### config.mk
export PLATFORM = sky130hd
export DESIGN_NAME = fifo4_serial_tx
export DESIGN_NICKNAME = d
export VERILOG_FILES = /design/src/rtl/fifo4_serial_tx.sv
export SDC_FILE = /design/constraint.sdc
export NUM_CORES = 1
export LEC_CHECK = 0
export ABC_CLOCK_PERIOD_IN_PS = 2200
export BUFFER_PORTS_ARGS = -buffer_cell sky130_fd_sc_hd__buf_2
export CAP_MARGIN = 20
export CORE_ASPECT_RATIO = 1.4
export CORE_MARGIN = 1.5
export CORE_UTILIZATION = 54
export DETAILED_ROUTE_END_ITERATION = 8
export GPL_TIMING_DRIVEN = 0
export HOLD_SLACK_MARGIN = 0.05
export PLACE_DENSITY = 0.74
export SLEW_MARGIN = 20
export SYNTH_ARGS = -nofsm -noshare
export SYNTH_HDL_FRONTEND = slang
export SYNTH_SLANG_ARGS = --single-unit
### constraint.sdc
create_clock -name clk -period 2.2 [get_ports clk]
set_input_delay 0.22 -clock clk [delete_from_list [all_inputs] [get_ports clk]]
set_output_delay 0.22 -clock clk [all_outputs]
set_load 0.01 [all_outputs]
### src/rtl/fifo4_serial_tx.sv
// Pops words from a 4-entry FIFO and shifts them out MSB-first as a framed serial stream.
// Latency: the first bit is on sdo the cycle after the fifo_rd pulse; one word takes WIDTH*2*DIV cycles.
// Backpressure: pops only at word boundaries while en=1; running dry at a boundary sets sticky underrun.
//
// Ports:
//   clk        master clock
//   rst        synchronous active-low reset (0 = reset)
//   en         stream enable, sampled only at word boundaries
//   fifo_dout  FIFO RAM word at the current read address (combinational)
//   fifo_empty FIFO empty flag
//   fifo_rd    one-cycle pop confirm, combinational from registered state
//   sclk       serial bit clock; rises DIV cycles into each bit
//   sdo        serial data, changes on the sclk falling edge
//   fs         frame sync, high for the whole first bit of each word
//   busy       high while a word is being shifted
//   underrun   sticky: FIFO was empty at a word boundary with en=1
//   clr_urun   clears underrun (a same-cycle set wins)
module fifo4_serial_tx #(
  parameter int WIDTH = 16,
  parameter int DIV   = 4
) (
  input  logic             clk,
  input  logic             rst,
  input  logic             en,
  input  logic [WIDTH-1:0] fifo_dout,
  input  logic             fifo_empty,
  output logic             fifo_rd,
  output logic             sclk,
  output logic             sdo,
  output logic             fs,
  output logic             busy,
  output logic             underrun,
  input  logic             clr_urun
);

  localparam int PH_N = 2 * DIV;
  localparam int PW   = (PH_N > 1) ? $clog2(PH_N) : 1;
  localparam int BW   = (WIDTH > 1) ? $clog2(WIDTH) : 1;

  localparam logic [PW-1:0] PH_LAST  = PW'(PH_N - 1);
  // sclk rises when ph_cnt becomes DIV, i.e. while it currently holds DIV-1
  localparam logic [PW-1:0] PH_RISE  = PW'(DIV - 1);
  localparam logic [BW-1:0] BIT_LAST = BW'(WIDTH - 1);

  typedef enum logic {
    IDLE  = 1'b0,
    SHIFT = 1'b1
  } state_t;

  state_t           state_q, state_d;
  logic [WIDTH-1:0] sr_q, sr_d;
  logic [BW-1:0]    bit_q, bit_d;
  logic [PW-1:0]    ph_q, ph_d;
  logic             sclk_q, sclk_d;
  logic             fs_q, fs_d;
  logic             urun_q, urun_d;

  logic bit_end;
  logic last_bit_end;
  logic load_ok;
  logic rd;
  logic urun_set;

  always_comb begin
    state_d = state_q;
    sr_d    = sr_q;
    bit_d   = bit_q;
    ph_d    = ph_q;
    sclk_d  = sclk_q;
    fs_d    = fs_q;
    urun_d  = urun_q;

    bit_end      = (state_q == SHIFT) && (ph_q == PH_LAST);
    last_bit_end = bit_end && (bit_q == BIT_LAST);
    load_ok      = en && !fifo_empty && rst;
    rd           = load_ok && ((state_q == IDLE) || last_bit_end);
    // Only an enabled stream that runs dry counts as an underrun
    urun_set     = last_bit_end && en && fifo_empty;

    if (rd) begin
      // sdo is the shift register MSB, so loading the word presents bit WIDTH-1
      sr_d    = fifo_dout;
      fs_d    = 1'b1;
      sclk_d  = 1'b0;
      bit_d   = '0;
      ph_d    = '0;
      state_d = SHIFT;
    end else if (state_q == SHIFT) begin
      if (last_bit_end) begin
        // en low or FIFO dry: word finished, park with all lines low
        state_d = IDLE;
        sr_d    = '0;
        fs_d    = 1'b0;
        sclk_d  = 1'b0;
        bit_d   = '0;
        ph_d    = '0;
      end else if (bit_end) begin
        // sclk falling edge: advance to the next bit
        sr_d   = {sr_q[WIDTH-2:0], 1'b0};
        fs_d   = 1'b0;
        sclk_d = 1'b0;
        bit_d  = bit_q + 1'b1;
        ph_d   = '0;
      end else begin
        ph_d = ph_q + 1'b1;
        if (ph_q == PH_RISE) begin
          sclk_d = 1'b1;
        end
      end
    end

    if (urun_set) begin
      urun_d = 1'b1;
    end else if (clr_urun) begin
      urun_d = 1'b0;
    end
  end

  always_ff @(posedge clk) begin
    if (!rst) begin
      state_q <= IDLE;
      sr_q    <= '0;
      bit_q   <= '0;
      ph_q    <= '0;
      sclk_q  <= 1'b0;
      fs_q    <= 1'b0;
      urun_q  <= 1'b0;
    end else begin
      state_q <= state_d;
      sr_q    <= sr_d;
      bit_q   <= bit_d;
      ph_q    <= ph_d;
      sclk_q  <= sclk_d;
      fs_q    <= fs_d;
      urun_q  <= urun_d;
    end
  end

  assign fifo_rd  = rd;
  assign sclk     = sclk_q;
  assign sdo      = sr_q[WIDTH-1];
  assign fs       = fs_q;
  assign busy     = (state_q == SHIFT);
  assign underrun = urun_q;

endmodule

==> results by group <==
Status
  • Status: finished clean

Synth
  • Yosys warnings: 0
  • Synth cell count leaders: dfxtp_1 (27), inv_1 (17), a211oi_1 (16), and3_1 (16), o31a_1 (15)
  • Cell variety after synth: 36
  • Post-synth ARST share: 0%
  • Main area contributors after synthesis: dfxtp_1 (37%), o31a_1 (8.9%), a211oi_1 (8.1%)
  • Most frequent cell after synthesis: dfxtp_1
  • Synth area leader: dfxtp_1
  • Yosys reg bits: 27
  • Post-synth EDFFs: 0
  • Sequential area share after synthesis: 36.6%
  • Post-synthesis net count: 192
  • Cells after Synth: 167
  • Post-Syn Area: ~0.0015 mm^2
  • Synth Area per Inst: 8.83 um^2
  • Post-synth top area share: 36.6%
  • Synth Flop Type: dfxtp_1

Power and ir drop
  • Leakage: between 0.8 and 0.9 nW
  • PD cells: 502 mW/mm^2
  • Max VDD drop: 423 uV

Floorplan
  • Die area: 0.00306 mm^2
  • Die X: 47.2 um
  • Starting density of the core: 56.4%
  • # IOs: 27
  • Core area: approximately 0.0026 mm^2
  • Chip height: 64.8 um
  • Cell Rows: 22

Setup path
  • Worst Path Required: roughly 2000 ps
  • Crit path capture: fifo_rd
  • CP Class: reg2out
  • RR Endpoint: sr_q[11]
  • Reg2Reg Depth: 7
  • Maximum fanout along the worst path: 8
  • Crit start category: flop
  • Origin of the worst setup path: ph_q[0]
  • Worst setup EP type: primary output
  • Reg2reg setup slack: ~230 ps
  • FF-to-FF Start: ph_q[0]
  • Critical Path AT: 1760 ps

Route
  • DRT Pass-1 Iters: 4
  • # DRC: 0
  • Vias per inst: 5.67
  • Routed wire length: around 3.4 mm
  • Routed wl met2: 1.65 mm
  • Final ANT Viol Nets: 0
  • WL met3: 106 um
  • Vias: 1,332
  • Wire length on met1: 1.53 mm
  • Routed wire per std cell: 14.3 um
  • Initial DRC count: 38
  • Top sig layer: met4

CTS
  • Clk buf depth: 2
  • CTS sink count: 27
  • Cts hold-fix bufs: 0
  • Skew-Pair Late Insertion Delay: 340 ps
  • CTS tree: built
  • CTS root buffer: clkbuf_4
  • CTS Buf Count: 3
  • Clk slew on worst S/H paths: 140 ps
  • H-Tree Depth: 1

Timing
  • Fin. max-slew vios: 0
  • Worst-margin pin slew: 477 ps
  • Max Clock Skew: roughly 9.7 ps
  • Final min period: 1980 ps
  • Fin Setup TNS: 0 ps
  • Unrepaired setup endpoints after global routing: no
  • Relative slew slack: 68.2%
  • Tcrit/Tclk final: 89.9%
  • Max Fclk: 506 MHz
  • Final hold vios: 0
  • # setup viols final: 0

Global routing
  • GRT Total Usage: 25.9%
  • Aggregate global routing overflow: 0
  • Largest net degree at the start of global routing: 15
  • First-pass GRT wire length: 5.77 mm
  • Initial antenna violation count: 0
  • Number of global-route vias before repair: 1,318

Run
  • MaxCap Viol Count: 0

Worst hold path
  • HP Class: in2reg

Finish
  • Diodes inserted: 0
  • Nets: about 230
  • Layout area overhead: 15.8%
  • Final instance area: about 0.0017 mm^2
  • Share of layout cells above drive strength 1: 29.1%

Placed design
  • Port bufs: 26
  • DP Area: roughly 0.0017 mm^2
  • GPL Wtd Cong: 0.809
  • DP Wirelength: roughly 2.4 mm
==> state kept, by name (all words and copies together) (netlist names) <==
| signal | count |
|---|---|
| bit_q | 4 |
| underrun | 1 |
| busy | 1 |
| sclk | 1 |
| ph_q | 3 |
| fs | 1 |
| sr_q | 16 |
==> worst max-delay path, stage by stage, from the launching register on <==
cell,delay (ps)
dfxtp_1,380
ha_1,190
ha_1,150
buf_4,170
nand4_4,130
a21oi_4,150
and2_1,130
buf_2,120
==> cells in the final DEF, fill, tap and decap left out, types with 2 or more instances in the layout <==
cell / count
buf_2: 32
dfxtp_1: 27
inv_1: 17
and3_1: 16
a211oi_1: 16
o31a_1: 15
and3_2: 14
nand2_1: 7
a21oi_1: 6
clkbuf_1: 5
nor3_1: 5
ha_1: 4
buf_4: 3
and2_1: 3
clkbuf_4: 3
nand2b_1: 2
nand3_1: 2
or3_1: 2
nor3b_1: 2
==> logic make-up after synthesis <==
| family | share of synthesized area, % |
|---|---|
| mux | 0.679 |
| flops | 36.6 |
| compound gates | 22.7 |
| xor+xnor | 0.594 |
| simple gates | 26.8 |
| buf+inv | 9.16 |
| fa+ha+maj | 3.39 |
==> what timing repair did <==
action | CTS | global route
gates resized for setup | 1 | 1
pin swaps | 1 | 0
endpoints found under the setup margin | 1 | 1
setup buffers | 1 | 1
==> routing by layer <==
layer / track usage [%] / vias up
met2: 42.0 / 30
met1: 32.6 / 628
li1: - / 669
met4: 11.8 / 0
met5: 0 / -
met3: 3.34 / 5
==> where the power goes <==
part / total, W / switching, W / internal [W]
clock network: 0.000226 / 0.000154 / 0.0000715
logic: 0.000117 / 0.0000603 / 0.0000564
registers: 0.000516 / 0.00000802 / 0.000508
total: 0.000858 / 0.000223 / 0.000636
==> final cells by class <==
type / count / area [um^2]
plain buffers: 13 / 67.6
clock buffers: 4 / 26.3
fillers: 235 / 907
inverters: 18 / 67.6
multi-input cells: 109 / 816
flip-flops and latches: 27 / 541
well taps: 36 / 45.0
repair buffers: 28 / 145
==> per-stage QoR <==
step           power [W]  util [%]  worst slack (ps)  cells  hold slack, ps
3_3_place_gp    0.000635      63.1               204    229             461
2_1_floorplan   0.000598         -               482    167             397
4_1_cts         0.000860      64.7              8.28    234             127
5_1_grt         0.000898      65.3              88.2    235             125
3_5_place_dp    0.000640      63.1               151    229             460
6_report        0.000858      65.3               222    235             126
==> worst min path at each step <==
stage | start | to | slack [ps] | cells after the start
finish | clr_urun | underrun | 130 | 3
global route | clr_urun | underrun | 130 | 3
CTS | clr_urun | underrun | 130 | 3
detailed placement | underrun | underrun | 460 | 2
global placement | underrun | underrun | 460 | 2
floorplan | clr_urun | underrun | 400 | 2
Power figures use the tool's default switching activity.
